## src/rtl/ldpc_3gpp_dec_obuf_ctrl_if.sv

```systemverilog
// rtl/ldpc_3gpp_dec_obuf_ctrl_if.sv - sink-write and user-read signal bundle for the output buffer controller
interface ldpc_3gpp_dec_obuf_ctrl_if #(
  parameter int pADDR_W = 8,
  parameter int pTAG_W  = 4,
  parameter int pERR_W  = 16
) ();
  logic               iwrite;
  logic               iwfull;
  logic [pADDR_W-1:0] iwaddr;
  logic [pADDR_W:0]   ilen;
  logic [pTAG_W-1:0]  itag;
  logic               idecfail;
  logic [pERR_W-1:0]  ierr;
  logic               ordy;
  logic               owena;
  logic [pADDR_W:0]   owaddr;
  logic               oovf;
  logic               irdy;
  logic               oren;
  logic [pADDR_W:0]   oraddr;
  logic               oval;
  logic               osop;
  logic               oeop;
  logic [pTAG_W-1:0]  otag;
  logic               odecfail;
  logic [pERR_W-1:0]  oerr;

  modport slave (
    input  iwrite, iwfull, iwaddr, ilen, itag, idecfail, ierr, irdy,
    output ordy, owena, owaddr, oovf, oren, oraddr, oval, osop, oeop, otag, odecfail, oerr
  );

  modport master (
    output iwrite, iwfull, iwaddr, ilen, itag, idecfail, ierr, irdy,
    input  ordy, owena, owaddr, oovf, oren, oraddr, oval, osop, oeop, otag, odecfail, oerr
  );
endinterface

```

## src/rtl/ldpc_3gpp_dec_obuf_ctrl.sv

```systemverilog
// rtl/ldpc_3gpp_dec_obuf_ctrl.sv - ping-pong bank controller for decoded-bit RAM with framed read-out
// Optional block statistics counters enabled by LDPC_3GPP_DEC_OBUF_STAT_EN.
module ldpc_3gpp_dec_obuf_ctrl #(
  parameter int pADDR_W = 8,
  parameter int pTAG_W  = 4,
  parameter int pERR_W  = 16,
  parameter int pRD_LAT = 2
) (
  input  logic iclk,
  input  logic ireset,
  input  logic iclkena,
  ldpc_3gpp_dec_obuf_ctrl_if.slave bus
`ifdef LDPC_3GPP_DEC_OBUF_STAT_EN
  ,
  output logic [15:0] ostat_blk,
  output logic [15:0] ostat_fail
`endif
);

  localparam int LEN_W = pADDR_W + 1;

  typedef struct packed {
    logic [LEN_W-1:0]  len;
    logic [pTAG_W-1:0] tag;
    logic              decfail;
    logic [pERR_W-1:0] err;
  } ctx_t;

  typedef struct packed {
    logic              val;
    logic              sop;
    logic              eop;
    logic [pTAG_W-1:0] tag;
    logic              decfail;
    logic [pERR_W-1:0] err;
  } pent_t;

  typedef enum logic [1:0] {ST_IDLE, ST_READ, ST_DRAIN} state_t;

  state_t             state_q, state_d;
  logic               wbank_q, rbank_q;
  logic [1:0]         full_q, full_d;
  logic [pADDR_W-1:0] rd_cnt_q, rd_cnt_d;
  ctx_t               ctx_q [2];
  pent_t              pipe_q [pRD_LAT];
  pent_t              pipe_in, pipe_out;
  logic               ovf_q;

  logic               wr_free, adv, blk_done, rd_free, last_word;
  ctx_t               rctx;
  logic [LEN_W-1:0]   len_eff;

  assign wr_free  = ~full_q[wbank_q];
  assign adv      = iclkena & bus.irdy;
  assign blk_done = iclkena & bus.iwrite & bus.iwfull & wr_free;
  assign pipe_out = pipe_q[pRD_LAT-1];
  assign rd_free  = adv & pipe_out.val & pipe_out.eop;
  assign rctx     = ctx_q[rbank_q];
  // A zero-length block is read out as a single word.
  assign len_eff   = (rctx.len == '0) ? LEN_W'(1) : rctx.len;
  assign last_word = ({1'b0, rd_cnt_q} == (len_eff - LEN_W'(1)));

  assign bus.ordy     = wr_free;
  assign bus.owena    = bus.iwrite & wr_free;
  assign bus.owaddr   = {wbank_q, bus.iwaddr};
  assign bus.oovf     = ovf_q;
  assign bus.oren     = adv;
  assign bus.oraddr   = {rbank_q, rd_cnt_q};
  assign bus.oval     = pipe_out.val;
  assign bus.osop     = pipe_out.sop;
  assign bus.oeop     = pipe_out.eop;
  assign bus.otag     = pipe_out.tag;
  assign bus.odecfail = pipe_out.decfail;
  assign bus.oerr     = pipe_out.err;

  always_comb begin
    full_d = full_q;
    if (rd_free) full_d[rbank_q] = 1'b0;
    if (blk_done) full_d[wbank_q] = 1'b1;
  end

  always_comb begin
    state_d  = state_q;
    rd_cnt_d = rd_cnt_q;
    pipe_in  = '0;
    case (state_q)
      ST_IDLE: begin
        if (full_q[rbank_q]) begin
          state_d  = ST_READ;
          rd_cnt_d = '0;
        end
      end
      ST_READ: begin
        pipe_in.val     = 1'b1;
        pipe_in.sop     = (rd_cnt_q == '0);
        pipe_in.eop     = last_word;
        pipe_in.tag     = rctx.tag;
        pipe_in.decfail = rctx.decfail;
        pipe_in.err     = rctx.err;
        if (last_word) state_d = ST_DRAIN;
        else rd_cnt_d = rd_cnt_q + pADDR_W'(1);
      end
      ST_DRAIN: begin
        if (rd_free) state_d = ST_IDLE;
      end
      default: state_d = ST_IDLE;
    endcase
  end

  always_ff @(posedge iclk or posedge ireset) begin
    if (ireset) begin
      state_q  <= ST_IDLE;
      wbank_q  <= 1'b0;
      rbank_q  <= 1'b0;
      full_q   <= 2'b00;
      rd_cnt_q <= '0;
      ovf_q    <= 1'b0;
      ctx_q[0] <= '0;
      ctx_q[1] <= '0;
      for (int i = 0; i < pRD_LAT; i++) pipe_q[i] <= '0;
    end else if (iclkena) begin
      full_q <= full_d;
      if (blk_done) begin
        ctx_q[wbank_q] <= {bus.ilen, bus.itag, bus.idecfail, bus.ierr};
        wbank_q        <= ~wbank_q;
      end
      if (bus.iwrite & ~wr_free) ovf_q <= 1'b1;
      if (rd_free) rbank_q <= ~rbank_q;
      // User backpressure freezes the FSM and the read pipe together.
      if (bus.irdy) begin
        state_q   <= state_d;
        rd_cnt_q  <= rd_cnt_d;
        pipe_q[0] <= pipe_in;
        for (int i = 1; i < pRD_LAT; i++) pipe_q[i] <= pipe_q[i-1];
      end
    end
  end

`ifdef LDPC_3GPP_DEC_OBUF_STAT_EN
  logic [15:0] stat_blk_q, stat_fail_q;

  always_ff @(posedge iclk or posedge ireset) begin
    if (ireset) begin
      stat_blk_q  <= '0;
      stat_fail_q <= '0;
    end else if (rd_free) begin
      if (stat_blk_q != 16'hFFFF) stat_blk_q <= stat_blk_q + 16'd1;
      if (pipe_out.decfail && (stat_fail_q != 16'hFFFF)) stat_fail_q <= stat_fail_q + 16'd1;
    end
  end

  assign ostat_blk  = stat_blk_q;
  assign ostat_fail = stat_fail_q;
`endif

endmodule

```

## src/flat_wrapper.sv

```systemverilog
// flat-port wrapper written by rule: the top's interface ports become plain ports
module ldpc_3gpp_dec_obuf_ctrl_flat 
#(
  parameter int pADDR_W = 8,
  parameter int pTAG_W  = 4,
  parameter int pERR_W  = 16,
  parameter int pRD_LAT = 2
)
  (iclk, ireset, iclkena, bus_iwrite, bus_iwfull, bus_iwaddr, bus_ilen, bus_itag, bus_idecfail, bus_ierr, bus_irdy, bus_ordy, bus_owena, bus_owaddr, bus_oovf, bus_oren, bus_oraddr, bus_oval, bus_osop, bus_oeop, bus_otag, bus_odecfail, bus_oerr);
  ldpc_3gpp_dec_obuf_ctrl_if #(.pADDR_W(pADDR_W), .pTAG_W(pTAG_W), .pERR_W(pERR_W)) bus_i ();
  input  logic iclk;
  input  logic ireset;
  input  logic iclkena;
  input wire logic [$bits(bus_i.iwrite)-1:0] bus_iwrite;
  input wire logic [$bits(bus_i.iwfull)-1:0] bus_iwfull;
  input wire logic [$bits(bus_i.iwaddr)-1:0] bus_iwaddr;
  input wire logic [$bits(bus_i.ilen)-1:0] bus_ilen;
  input wire logic [$bits(bus_i.itag)-1:0] bus_itag;
  input wire logic [$bits(bus_i.idecfail)-1:0] bus_idecfail;
  input wire logic [$bits(bus_i.ierr)-1:0] bus_ierr;
  input wire logic [$bits(bus_i.irdy)-1:0] bus_irdy;
  output wire logic [$bits(bus_i.ordy)-1:0] bus_ordy;
  output wire logic [$bits(bus_i.owena)-1:0] bus_owena;
  output wire logic [$bits(bus_i.owaddr)-1:0] bus_owaddr;
  output wire logic [$bits(bus_i.oovf)-1:0] bus_oovf;
  output wire logic [$bits(bus_i.oren)-1:0] bus_oren;
  output wire logic [$bits(bus_i.oraddr)-1:0] bus_oraddr;
  output wire logic [$bits(bus_i.oval)-1:0] bus_oval;
  output wire logic [$bits(bus_i.osop)-1:0] bus_osop;
  output wire logic [$bits(bus_i.oeop)-1:0] bus_oeop;
  output wire logic [$bits(bus_i.otag)-1:0] bus_otag;
  output wire logic [$bits(bus_i.odecfail)-1:0] bus_odecfail;
  output wire logic [$bits(bus_i.oerr)-1:0] bus_oerr;
  assign bus_i.iwrite = bus_iwrite;
  assign bus_i.iwfull = bus_iwfull;
  assign bus_i.iwaddr = bus_iwaddr;
  assign bus_i.ilen = bus_ilen;
  assign bus_i.itag = bus_itag;
  assign bus_i.idecfail = bus_idecfail;
  assign bus_i.ierr = bus_ierr;
  assign bus_i.irdy = bus_irdy;
  assign bus_ordy = bus_i.ordy;
  assign bus_owena = bus_i.owena;
  assign bus_owaddr = bus_i.owaddr;
  assign bus_oovf = bus_i.oovf;
  assign bus_oren = bus_i.oren;
  assign bus_oraddr = bus_i.oraddr;
  assign bus_oval = bus_i.oval;
  assign bus_osop = bus_i.osop;
  assign bus_oeop = bus_i.oeop;
  assign bus_otag = bus_i.otag;
  assign bus_odecfail = bus_i.odecfail;
  assign bus_oerr = bus_i.oerr;
  ldpc_3gpp_dec_obuf_ctrl #(.pADDR_W(pADDR_W), .pTAG_W(pTAG_W), .pERR_W(pERR_W), .pRD_LAT(pRD_LAT)) u_core (.iclk(iclk), .ireset(ireset), .iclkena(iclkena), .bus(bus_i));
endmodule
```

## config.mk

```make
export PLATFORM = sky130hd
export DESIGN_NAME = ldpc_3gpp_dec_obuf_ctrl_flat
export DESIGN_NICKNAME = d
export VERILOG_FILES = /design/src/rtl/ldpc_3gpp_dec_obuf_ctrl_if.sv /design/src/rtl/ldpc_3gpp_dec_obuf_ctrl.sv /design/src/flat_wrapper.sv
export SDC_FILE = /design/constraint.sdc
export NUM_CORES = 1
export LEC_CHECK = 0
export BUFFER_PORTS_ARGS = -buffer_cell sky130_fd_sc_hd__buf_2
export CORE_MARGIN = 2
export CORE_UTILIZATION = 50
export DETAILED_ROUTE_END_ITERATION = 10
export PLACE_DENSITY = 0.78
export SYNTH_ARGS = -nofsm -noshare
export SYNTH_HDL_FRONTEND = slang
export SYNTH_SLANG_ARGS = --single-unit
```

## constraint.sdc

```tcl
create_clock -name iclk -period 11.58 [get_ports iclk]
set_clock_uncertainty 0.2 [all_clocks]
set_input_delay 0.579 -clock iclk [delete_from_list [all_inputs] [get_ports iclk]]
set_output_delay 0.579 -clock iclk [all_outputs]
set_load 0.02 [all_outputs]
```

==> Yosys cells after proc, flatten, opt, wreduce, memory -nomap -nowiden <==
Cells that the tools add are included.
{ "totals": {"word_cells": 96, "input_bits": 44, "output_inout_bits": 46, "reg_bits": 123} }
{ "op_classes": {"eq_ne": 7, "bitwise": 16, "mux": 25, "order_cmp": 7, "reduce_logical": 13, "add_sub_neg": 2} }
{ "op_table": {"columns": ["operator", "n"], "rows": [
  ["2-to-1 mux 30 bit", 4],
  ["bitwise mux 60 bit", 1],
  ["demux 30 bit (select 1 bit)", 1],
  ["2-to-1 mux 24 bit", 1],
  ["2-to-1 mux 8 bit", 2],
  ["case mux 8 bit (2 select lines)", 1],
  ["2-to-1 mux 2 bit", 5],
  ["AND reduction 5 bit", 2],
  ["== test 8 x 9 -> 1 bit", 1],
  ["logical NOT 9 bit", 1],
  ["2-to-1 mux 9 bit", 1],
  ["subtractor 9 x 1 -> 9 bit, second input constant", 1],
  ["adder 8 x 1 -> 8 bit, second input constant", 1],
  ["AND 1 bit", 8],
  ["logical NOT 8 bit", 1],
  ["AND reduction 2 bit", 4],
  ["2-to-1 mux 1 bit", 6],
  ["inequality test 2 x 1 -> 1 bit, second input constant", 3],
  ["case mux 2 bit (3 select lines)", 1],
  [">= comparator 2 bit, second input constant", 2],
  ["less-than comparator 1 x 2 -> 1 bit, second input constant", 2],
  ["NOT 1 -> 2 bit", 2],
  ["logical AND 1 bit", 3],
  ["NOT 1 bit", 3],
  ["11 further kinds", 13]
]} }

==> Depth between registers and ports, before layout <==
Gate-level depths: netlist of the first run.
{ "depth": {"word_depth": 10, "mapped_depth": 14, "depth_no_buf": 12} }

==> Worst setup path after synthesis of the first run <==
No wires, ideal clock.
{ "synth_path": {"path_type": "register to register", "startpoint": "register u_core.rbank_q", "endpoint": "register u_core.rd_cnt_q[2]", "path_buffers": 5, "arrival_ns": 3.334, "path_slack_ns": 7.922, "synth_period_minus_slack_ns": 3.658, "path_stages_with_launch": 14, "cell_sequence": "dfrtp_1 > buf_6 > buf_12 > buf_2 > buf_1 > mux2i_1 > ha_1 > o221ai_2 > nor4b_2 > o2111ai_2 > or4_4 > buf_6 > and3_1 > a211o_1"} }
{ "synth_between": {"elab_chain_cells": 10, "elab_cells_between_ends": 13} }
{ "synth_lines": {"columns": ["element", "line", "source"], "rows": [
  ["from (decl)", "ldpc_3gpp_dec_obuf_ctrl.sv:41", "logic wbank_q, rbank_q;"],
  ["from (signal assigned)", "ldpc_3gpp_dec_obuf_ctrl.sv:128", "if (rd_free) rbank_q <= ~rbank_q;"],
  ["NOT 1 -> 2 bit (not written as such)", "ldpc_3gpp_dec_obuf_ctrl.sv:58", "assign rctx = ctx_q[rbank_q];"],
  ["2-to-1 mux 30 bit (not written as such) (3 in series)", "ldpc_3gpp_dec_obuf_ctrl.sv:58", null],
  ["logical NOT 9 bit", "ldpc_3gpp_dec_obuf_ctrl.sv:60", "assign len_eff = (rctx.len == '0) ? LEN_W'(1) : rctx.len;"],
  ["2-to-1 mux 9 bit", "ldpc_3gpp_dec_obuf_ctrl.sv:60", null],
  ["subtractor 9 x 1 -> 9 bit", "ldpc_3gpp_dec_obuf_ctrl.sv:61", "assign last_word = ({1'b0, rd_cnt_q} == (len_eff - LEN_W'(1)));"],
  ["== test 8 x 9 -> 1 bit", "ldpc_3gpp_dec_obuf_ctrl.sv:61", null],
  ["inequality test 2 bit (no line)", null, null],
  ["AND reduction 5 bit (no line) *", null, null],
  ["to (signal assigned)", "ldpc_3gpp_dec_obuf_ctrl.sv:132", "rd_cnt_q <= rd_cnt_d;"],
  ["to (decl)", "ldpc_3gpp_dec_obuf_ctrl.sv:43", "logic [pADDR_W-1:0] rd_cnt_q, rd_cnt_d;"]
]} }
Mark *: on every way between the ends. The rest lies on a longest branch, timed or not. The select of a mux whose other input is x is not followed.
A chain may end at the register's enable or synchronous reset.

==> Worst setup path after layout of the first run <==
{ "layout_path": {"startpoint": "register u_core.rbank_q", "endpoint": "register u_core.rd_cnt_q[6]"} }
Same word-level chain as after synthesis.

==> flow_metrics.py, run 1 <==
metrics = {
    "global_route": {
        "grt_pass1_wl_um": 19400,
        "grt_max_degree": 88,
        "grt_overflow_total": 0,
        "antenna_found_initial": 0,
        "grt_util_all_layers_pct": 19.6,
        "grt_pass1_vias": 3949,
    },
    "power_and_ir_drop": {
        "leakagePower_nw": 3.02,
        "p_int_mw": 1.16,
        "p_sw_share_pct": 33.4,
        "p_per_area_nw_per_um2": 261,
        "p_sw_uw": 578,
        "seqPwrFrac_pct": 42.5,
        "combPwrFrac_pct": 28.8,
        "vdd_ir_drop_max_mv": 0.101,
        "pwr-share-clk_pct": 28.7,
    },
    "setup_path": {
        "cp_slowest_cell": "or4_4",
        "worstSetupPathType": "reg -> reg",
        "cp_data_required_time_ps": 11680,
        "path_cells": "buf_4 > nor4b_2 > o22a_2 > a21oi_1 > or2_2 > ha_1 > xor2_1 > xnor2_1 > a211oi_1 > nand4_1 > or4_4 > and3_1 > a221o_1",
        "worstPathArrival_ps": 4540,
        "crit_path_max_fanout": 44,
        "rr_worst_depth": 13,
        "start_kind": "register",
        "end_kind": "register",
        "cpPeakStageDelay_ps": 630,
    },
    "synth": {
        "synth.largest_area_cell": "dfrtp_1",
        "synth.net_count": 523,
        "synth-async-reset-ratio_pct": 100,
        "synth_edf_count": 0,
        "synth.avg_cell_area_um2": 12.2,
        "ys_seq_area_share_pct": 52.9,
        "synth-seq-cells": 123,
        "synth.area.top_cells": "dfrtp_1 53%, mux2_2 17%, mux2i_1 5.5%, buf_4 3.9%, o21ai_0 2.9%",
        "ys.flop_type": "dfrtp_1",
        "netlist_instances": 476,
        "synth_common_cells": "123 x dfrtp_1, 86 x mux2_2, 40 x nand2_1",
        "synth_top_area_share_pct": 52.9,
        "synth_most_common_cell": "dfrtp_1",
        "yosys_warnings": 0,
        "synthesis.area_um2": 5810,
        "synth.distinct_cells": 55,
    },
    "clock_tree": {
        "clkTransAtPathRegs_ps": 60,
        "clockRootBuffer": "clkbuf_16",
        "clockBufferDepth": 2,
        "cts_inserted_buffers": 17,
        "cts_setup_buffers": 0,
        "clock_latency_ps": 410,
        "cts.sink_count": 123,
        "htreeDepth": 4,
        "cts_tree": "yes",
        "ctsResizeCount": 0,
    },
    "cells_and_area": {
        "final_area_um2": 6640,
        "nets": 568,
        "syn2layout_area_growth_pct": 14.2,
        "multi_input_area_um2": 2380,
        "regArea_um2": 3080,
        "drive_above_1_share_pct": 39.9,
        "diodes": 0,
        "fillers": 886,
    },
    "sta": {
        "timing.hold.ws_ps": 207,
        "final.setup.tns_ps": 0,
        "tightest_slew_ps": 1210,
        "final.period_utilization_pct": 38.4,
        "slew_headroom_pct": 18.8,
        "setup_viol_count_final": 0,
        "timing.final.hold_violations": 0,
        "slew_violations": 0,
        "finalWorstSetupSlack_ps": 7140,
        "rsz0062_at_grt": "false",
        "max_freq_mhz": 225,
        "period_needed_ps": 4440,
    },
    "detailed_routing": {
        "first_pass_iters": 4,
        "drt-wirelength-per-cell_um": 17.4,
        "ant_nets": 0,
        "route.detailed.drc": 0,
        "vias": 3832,
        "wl_um": 11800,
        "viasPerCell": 5.66,
        "drt_iter0_drc": 138,
    },
    "die": {
        "fp.coreArea_um2": 11400,
        "die-area_um2": 12500,
        "placementRows": 39,
        "io_pins": 90,
        "start_util_pct": 51.1,
        "die_h_um": 112,
        "die-width_um": 112,
    },
    "place": {
        "placed_area_um2": 6060,
        "gp_congestion": 0.935,
        "port_buffers": 73,
        "dp_slack_ps": 7180,
        "place_hpwl_um": 7960,
    },
    "hold_path": {
        "hp-class": "in -> reg",
        "min_delay_path_depth": 2,
    },
    "run": {
        "maxCapViolations": 0,
    },
    "outcome": {
        "status": "complete, no violations",
    },
}
==> worst paths after layout <==
check	from	end	slack (ps)
worst max-delay path	u_core.rbank_q	u_core.rd_cnt_q[6]	7140
worst min-delay path	bus_ierr[4]	u_core.ctx_q[34]	210
worst max register to register	u_core.rbank_q	u_core.rd_cnt_q[6]	7140
worst min register to register	u_core.pipe_q[47]	u_core.pipe_q[47]	270
max in group asynchronous	ireset	u_core.rbank_q	9150
min in group asynchronous	ireset	u_core.bus.oerr[13]	540
==> worst max-delay path, delay by kind of cell (launching register included) <==
| kind | cells | cell delay, ps |
|---|---|---|
| AND/OR/NAND/NOR | 5 | 1710 |
| adder cells (fa/ha/maj) | 1 | 250 |
| AO/OA/AOI/OAI | 4 | 840 |
| flip-flops | 1 | 450 |
| XOR/XNOR | 2 | 320 |
| buffers and inverters | 1 | 560 |
==> metal layers <==
layer	routed length (um)	vias to the layer above	global-route usage, %
li1	-	1768	-
met1	5020	1927	24.8
met2	5890	108	31.4
met3	548	29	5.39
met4	297	0	9.71
met5	0	-	0
==> layout by cell type, fill, tap and decap left out, types with 3 or more instances in the layout <==
cell        count
dfrtp_1       122
mux2_2         86
buf_2          73
nand2_1        39
o21ai_0        34
mux2i_1        32
clkbuf_16      17
nor3_1         10
nor2_1          8
xnor2_1         7
and3_1          7
a21oi_1         7
nand3_1         6
buf_4           5
nand4_1         4
nor3b_2         4
nand2b_1        4
clkinvlp_4      4
xor2_1          3
or3_1           3
inv_1           3
ha_1            3
clkinv_2        3
clkbuf_8        3
==> power by group through the flow <==
stage          clock network [mW]  logic (mW)  registers, mW
6_report                    0.498       0.500          0.736
5_1_grt                     0.524       0.544          0.758
4_1_cts                     0.504       0.503          0.734
3_5_place_dp                    0       0.498          0.740
3_3_place_gp                    0       0.474          0.727
2_1_floorplan                   0       0.420          0.705
==> logic make-up (layout without fill, tap and decap cells) <==
group                      after synthesis  after routing  synth area share (%)
DFF                                    123            123                  52.9
muxes                                  118            118                  22.2
and+or+nand+nor                        100            100                  9.49
AOI/OAI and AO/OA                       64             64                  7.02
buffers and inverters                   58            116                  6.24
xor gates and xnor gates                10             10                  1.51
adders and majority gates                3              3                 0.646
==> stage by stage <==
stage | instances | utilization (%) | total power [mW]
final | 677 | 58.4 | 1.73
after global routing | 677 | 58.4 | 1.83
after CTS | 677 | 58.4 | 1.74
after detailed placement | 644 | 53.3 | 1.24
after global placement | 644 | 53.3 | 1.20
after floorplan | 476 | - | 1.13
==> timing repair <==
action,in CTS,in global routing
hold endpoints to repair,33,0
hold buffers,1,0
endpoints found under the setup margin,0,0
==> registers in the layout, summed over array words and instances, names as in the netlist <==
signal               cells
u_core.ctx_q            60
u_core.pipe_q           24
u_core.bus.oerr         16
u_core.rd_cnt_q          8
u_core.bus.otag          4
u_core.full_q            2
u_core.state_q           2
u_core.bus.odecfail      1
u_core.bus.oeop          1
u_core.bus.oovf          1
u_core.bus.osop          1
u_core.bus.oval          1
u_core.rbank_q           1
u_core.wbank_q           1
==> cell type report <==
| type | count | share of cell area [%] |
|---|---|---|
| Clock buffer | 22 | 7.14 |
| Clock inverter | 10 | 1.39 |
| Inverter | 5 | 0.320 |
| Multi-Input combinational cell | 295 | 35.9 |
| Sequential cell | 123 | 46.4 |
| Tap cell | 143 | 2.69 |
| Timing Repair Buffer | 79 | 6.22 |
Note: power is estimated with default switching activity, not from simulation.
==> inputs of run 2 (changes only) <==
ABC_AREA = 1   (was unset)
clock period = 4.3 ns   (was 11.58 ns; I/O delays follow)
==> run 2 against run 1 <==
Worst setup slack got worse by 6200 ps; core utilization rose by 2.8 points; synthesized cell count rose by 45%; count of clock-buffer cells in the layout fell by 3; hold slack got worse by 48 ps; cell count rose by 35%; cell area rose by 4.9%; power rose to 2.8 times the previous value; sequential power rose to 2.5 times the previous value; critical path depth rose by 8; largest power group unchanged; highest routed layer unchanged.
==> flow_metrics.py, run 2 <==
metrics = {
    "clock_tree": {
        "htreeDepth": 4,
        "clockRootBuffer": "clkbuf_16",
        "cts.sink_count": 123,
        "cts_inserted_buffers": 17,
        "clkTransAtPathRegs_ps": 60,
        "cts-hold-fix-buffers": 33,
        "cts_setup_buffers": 0,
        "clock_latency_ps": 410,
        "cts_tree": "yes",
        "ctsResizeCount": 0,
        "clockBufferDepth": 2,
    },
    "global_route": {
        "antenna_found_initial": 0,
        "grt_max_degree": 63,
        "grt_pass1_wl_um": 22300,
        "grt_overflow_total": 0,
        "grt_pass1_vias": 4732,
        "grt_util_all_layers_pct": 22.2,
    },
    "sta": {
        "period_needed_ps": 3360,
        "final.setup.tns_ps": 0,
        "setup_viol_count_final": 0,
        "tightest_slew_ps": 1070,
        "final.period_utilization_pct": 78.1,
        "max_freq_mhz": 298,
        "rsz0062_at_grt": "false",
        "slew_violations": 0,
        "timing.final.hold_violations": 0,
        "slew_headroom_pct": 28.1,
    },
    "cells_and_area": {
        "largest_reg_flops": 60,
        "layout_common_cells": "164 x nand2_1, 123 x dfrtp_1, 90 x inv_1, 87 x o21ai_0, 73 x buf_2",
        "nets": 804,
        "utilization_pct": 61.2,
        "final_area_um2": 6960,
        "diodes": 0,
        "syn2layout_area_growth_pct": 19.8,
        "largest-register": "u_core.ctx_q",
        "drive_above_1_share_pct": 18.3,
        "mostFrequentLayoutCell": "nand2_1",
        "fillers": 937,
    },
    "die": {
        "die-area_um2": 12500,
        "start_util_pct": 51.1,
        "placementRows": 39,
        "die_h_um": 112,
        "die-width_um": 112,
        "io_pins": 90,
        "fp.coreArea_um2": 11400,
    },
    "detailed_routing": {
        "first_pass_iters": 5,
        "wl_um": 13000,
        "viasPerCell": 5.22,
        "vias": 4762,
        "route.detailed.drc": 0,
        "ant_nets": 0,
        "drt-wirelength-per-cell_um": 14.3,
        "drt_iter0_drc": 411,
    },
    "power_and_ir_drop": {
        "p_int_mw": 3.09,
        "p_sw_mw": 1.80,
        "leakagePower_nw": 3.57,
        "seqPwrFrac_pct": 38.2,
        "p_sw_share_pct": 36.7,
        "pwr-share-clk_pct": 29.7,
        "combPwrFrac_pct": 32.1,
        "p_per_area_nw_per_um2": 703,
        "vdd_ir_drop_max_mv": 0.329,
    },
    "synth": {
        "synth.distinct_cells": 37,
        "synth_most_common_cell": "nand2_1",
        "synth.largest_area_cell": "dfrtp_1",
        "ys.flop_type": "dfrtp_1",
        "synth.net_count": 735,
        "synth-async-reset-ratio_pct": 100,
        "synth.avg_cell_area_um2": 8.45,
        "netlist_instances": 688,
        "synth_edf_count": 0,
        "synthesis.area_um2": 5810,
        "synth-seq-cells": 123,
        "synth.area.top_cells": "dfrtp_1 53%, nand2_1 11%, o21ai_0 7.5%, inv_1 5.9%, buf_4 3.9%",
        "synth_common_cells": "166 x nand2_1, 123 x dfrtp_1, 91 x inv_1",
        "synth_top_area_share_pct": 53.0,
        "yosys_warnings": 0,
        "ys_seq_area_share_pct": 53.0,
    },
    "setup_path": {
        "end_kind": "register",
        "crit_path_max_fanout": 34,
        "start_kind": "register",
        "reg2reg_slack_ps": 940,
        "path_buf_inv": 4,
        "crit_top_cell": "nand2_1",
        "worstSetupPathType": "reg -> reg",
        "rr_startpoint": "u_core.rbank_q",
        "rr_worst_depth": 21,
        "path_delay_family": "simple AND/OR/NAND/NOR gates",
        "cp_data_required_time_ps": 4400,
        "path_cells": "inv_4 > nand2_1 > nand2_1 > nand2_1 > nor2_2 > nand3_2 > nand2_1 > inv_1 > ha_1 > inv_1 > nand2_1 > nand3_1 > nand2_1 > nor2_1 > nand4_1 > nor2_2 > nand3_2 > nand2_4 > inv_1 > nand2_1 > nand2_1",
        "cp_slowest_cell": "dfrtp_1",
        "cpPeakStageDelay_ps": 560,
        "worstReg2RegEnd": "u_core.rd_cnt_q[4]",
        "worstPathArrival_ps": 3460,
    },
    "place": {
        "port_buffers": 73,
        "gp_congestion": 0.999,
        "place_hpwl_um": 8100,
        "placed_area_um2": 6020,
    },
    "run": {
        "maxCapViolations": 0,
    },
    "hold_path": {
        "hp-class": "in -> async",
    },
    "outcome": {
        "status": "complete, no violations",
    },
}
[run 2: cell types whose count changed in the layout (fill, tap and decap cells not counted), sizes merged, moves of 5 or more]
cell         before  now
nor2              8   65
nand2            40  177
nand3             6   22
nor3             11    1
o21ai            34   97
mux2             86    0
a21oi             7    2
nor3b             5    0
o32ai             1   21
mux2i            32    0
dlygate4sd3       1   33
inv               5   95
and3              7    0
[run 2: layout make-up]
| type | count | area (um2) | share of cell area [%] |
|---|---|---|---|
| multi-input combinational | 409 | 2000 | 28.8 |
| sequential | 123 | 3080 | 44.2 |
| inverter | 95 | 362 | 5.19 |
| clock inverter | 13 | 166 | 2.39 |
| clock buffer | 19 | 443 | 6.36 |
| tap | 143 | 179 | 2.57 |
| timing repair buffer | 111 | 733 | 10.5 |
[run 2: metrics by stage]
stage / cells / setup slack [ps] / hold WS, ps / total power, mW
final: 913 / 943 / 160 / 4.89
after global routing: 913 / 565 / 217 / 5.23
after CTS: 913 / 957 / 173 / 4.91
after detailed placement: 848 / 975 / 63.1 / 3.41
after global placement: 848 / 1120 / 55.7 / 3.31
after floorplan: 688 / 614 / 174 / 3.12
[run 2: cells by family (layout without fill, tap and decap cells)]
| logic type | count (synthesis) | count (layout) | synth area share, % |
|---|---|---|---|
| XOR/XNOR | 8 | 8 | 1.21 |
| AO/OA/AOI/OAI | 125 | 125 | 12.8 |
| AND/OR/NAND/NOR | 273 | 273 | 19.7 |
| buffers and inverters | 156 | 238 | 12.7 |
| flip-flops | 123 | 123 | 53.0 |
| adder cells (fa/ha/maj) | 3 | 3 | 0.646 |
[run 2: worst reg2reg max path, cell delays in order, from the launching register on]
cell	delay, ps
dfrtp_1	560
inv_4	400
nand2_1	120
nand2_1	170
nand2_1	90
nor2_2	140
nand3_2	120
nand2_1	100
inv_1	50
ha_1	240
inv_1	70
nand2_1	70
nand3_1	80
nand2_1	50
nor2_1	90
nand4_1	110
nor2_2	120
nand3_2	90
nand2_4	170
inv_1	90
nand2_1	60
nand2_1	40
[run 2: how the worst max path moves through the flow]
stage	start	endpoint	slack (ps)	cells past startpoint
after floorplan	ireset	u_core.bus.odecfail	610	1
after global placement	u_core.rbank_q	u_core.rd_cnt_q[4]	1120	19
after detailed placement	u_core.rbank_q	u_core.rd_cnt_q[6]	980	21
after CTS	u_core.rbank_q	u_core.rd_cnt_q[4]	960	21
after global routing	u_core.rbank_q	u_core.rd_cnt_q[4]	560	22
final	u_core.rbank_q	u_core.rd_cnt_q[4]	940	21
[run 2: power by group through the flow]
| stage | Clock, mW | Sequential [mW] | Combinational [mW] |
|---|---|---|---|
| 3_5_place_dp | 0 | 1.88 | 1.53 |
| 4_1_cts | 1.47 | 1.87 | 1.57 |
| 5_1_grt | 1.53 | 1.92 | 1.78 |
| 6_report | 1.45 | 1.87 | 1.57 |
| 3_3_place_gp | 0 | 1.86 | 1.46 |
| 2_1_floorplan | 0 | 1.83 | 1.29 |
[run 2: routing by layer]
layer  track usage [%]  vias up  share of wire (%)
li1                  -     2282                  -
met1              29.0     2263                 43
met2              35.0      187                 48
met3              5.66       30                6.3
met4              10.2        0                2.4
met5                 0        -                  0
==> inputs of run 3 (changes only) <==
PLACE_DENSITY = 0.8   (was 0.78)
clock period = 2.75 ns   (was 4.3 ns; I/O delays follow)
==> run 3 against run 2 <==
Core utilization up 2.6 points; sequential share of layout area down 1.8 points; power up 64%; die area unchanged; routed wire length up 6.9%; count of clock-buffer cells in the layout up 1; flip-flop and latch count unchanged; highest routed layer unchanged; non-clock buffer count up 23; clock power up 58%; hold slack worse by 85 ps.
==> flow_metrics.py, run 3 (synthesis results as in run 2) <==
metrics = {
    "outcome": {
        "status": "complete, no violations",
    },
    "sta": {
        "timing.final.hold_violations": 0,
        "rsz0062_at_grt": "true",
        "final.setup.tns_ps": 0,
        "slew_violations": 0,
        "setup_viol_count_final": 0,
        "slew_headroom_pct": 44.9,
        "final.period_utilization_pct": 99.8,
        "period_needed_ps": 2740,
        "tightest_slew_ps": 825,
        "finalWorstSetupSlack_ps": 5.27,
        "max_freq_mhz": 364,
    },
    "detailed_routing": {
        "drt_iter0_drc": 393,
        "ant_nets": 0,
        "drt-wirelength-per-cell_um": 14.9,
        "route.detailed.drc": 0,
        "viasPerCell": 5.27,
        "wl_um": 13900,
        "first_pass_iters": 5,
        "vias": 4939,
    },
    "clock_tree": {
        "htreeDepth": 4,
        "cts.sink_count": 123,
        "clockBufferDepth": 2,
        "cts_tree": "yes",
        "cts_inserted_buffers": 17,
        "clock_latency_ps": 410,
        "clkTransAtPathRegs_ps": 60,
        "clockRootBuffer": "clkbuf_16",
    },
    "cells_and_area": {
        "syn2layout_area_growth_pct": 24.9,
        "largest-register": "u_core.ctx_q",
        "fin_cells": 938,
        "largest_reg_flops": 60,
        "diodes": 0,
        "fillers": 901,
        "nets": 829,
        "mostFrequentLayoutCell": "nand2_1",
        "drive_above_1_share_pct": 23.0,
        "layout_common_cells": "150 x nand2_1, 122 x dfrtp_1, 88 x inv_1, 87 x o21ai_0, 73 x buf_2",
        "utilization_pct": 63.8,
    },
    "setup_path": {
        "worstSetupPathType": "reg -> reg",
        "cp_slowest_cell": "dfrtp_2",
        "crit_top_cell": "nand2_2",
        "worstReg2RegEnd": "u_core.rd_cnt_q[5]",
        "start_kind": "register",
        "end_kind": "register",
        "rr_startpoint": "u_core.rbank_q",
        "path_cells": "buf_6 > nand2_2 > nand2_2 > nand2_2 > nor2_4 > nand3_2 > nand2_2 > inv_2 > ha_4 > xor2_1 > nand2_1 > nor2_1 > nand4_1 > nor2_2 > nand3_2 > nand2_4 > buf_6 > nand2_2 > o21ai_1",
        "crit_path_max_fanout": 7,
        "cpPeakStageDelay_ps": 450,
        "reg2reg_slack_ps": 5,
        "rr_worst_depth": 19,
        "critPathCapture": "u_core.rd_cnt_q[5]",
        "worstPathArrival_ps": 2880,
        "cp_data_required_time_ps": 2890,
        "critPathLaunch": "u_core.rbank_q",
    },
    "run": {
        "maxCapViolations": 0,
    },
    "place": {
        "gp_congestion": 0.873,
        "port_buffers": 73,
        "placedCellCount": 861,
        "place_hpwl_um": 8290,
        "dp_slack_ps": -28.7,
    },
    "global_route": {
        "grt_pass1_vias": 4937,
        "grt_util_all_layers_pct": 22.6,
        "grt_pass1_wl_um": 22700,
        "antenna_found_initial": 0,
        "grt_overflow_total": 0,
        "grt_max_degree": 63,
    },
    "die": {
        "fp.coreArea_um2": 11400,
        "die_h_um": 112,
        "start_util_pct": 51.1,
        "die-area_um2": 12500,
        "die-width_um": 112,
        "placementRows": 39,
        "io_pins": 90,
    },
    "power_and_ir_drop": {
        "p_per_area_nw_per_um2": 1100,
        "leakagePower_nw": 3.69,
        "vdd_ir_drop_max_mv": 0.532,
        "p_total_mw": 8.02,
    },
    "hold_path": {
        "hp-class": "in -> out",
    },
}
run 3: cell count changes in the layout (fill, tap and decap cells not counted), moves of 3 or more:
cell,before,now
buf_4,5,22
nand2_2,12,27
nand2_1,164,150
buf_6,0,3
run 3: layout make-up:
class	count	area, um2	share of cell area [%]
multi-input combinational	410	2070	28.5
inverter	95	365	5.03
sequential	123	3080	42.4
tap	143	179	2.47
clock inverter	12	164	2.26
clock buffer	20	447	6.16
timing repair buffer	134	945	13.0
timing repair inverter	1	7.51	0.103
run 3: critical path: cells and delay by family, from the launching register on:
| family | cells | cell delay (ps) |
|---|---|---|
| and+or+nand+nor | 13 | 1230 |
| DFF | 1 | 450 |
| buffers and inverters | 3 | 310 |
| adders and majority gates | 1 | 250 |
| xor gates and xnor gates | 1 | 140 |
| AOI/OAI and AO/OA | 1 | 80 |
run 3: through the flow:
| step | hold WS [ps] | instance area (um2) |
|---|---|---|
| after floorplan | 96.1 | 5810 |
| after global placement | 75.1 | 6150 |
| after detailed placement | 75.1 | 6150 |
| after CTS | 75.1 | 7130 |
| after global routing | 75.0 | 7260 |
| final | 75.0 | 7260 |
run 3: what timing repair did:
item	in CTS	in global routing
cloned	1	2
hold buffers	34	0
setup endpoints to repair	3	10
gates resized for setup	2	25
setup buffers	2	6
pin swaps	1	22
hold endpoints to repair	97	0
run 3: power by group:
| group | switching, mW | internal [mW] | leakage [nW] |
|---|---|---|---|
| Sequential | 0.428 | 2.51 | 1.60 |
| Combinational | 1.70 | 1.09 | 1.80 |
| Clock | 0.833 | 1.46 | 0.295 |
run 3: worst min path at each step:
stage                       start              end  slack [ps]  cells past startpoint
global placement    bus_iwaddr[7]    bus_owaddr[7]          80                      0
finish              bus_iwaddr[5]    bus_owaddr[5]          80                      0
global route        bus_iwaddr[6]    bus_owaddr[6]          80                      0
detailed placement  bus_iwaddr[7]    bus_owaddr[7]          80                      0
floorplan                 iclkena  u_core.bus.oovf         100                      1
CTS                 bus_iwaddr[7]    bus_owaddr[7]          80                      0
run 3: routing by layer:
metal	vias up	GRT usage (%)	part of all wire (%)
li1	2331	-	-
met1	2374	28.5	43
met2	193	37.0	49
met3	41	4.84	6.0
met4	0	11.8	2.8
met5	-	0	0
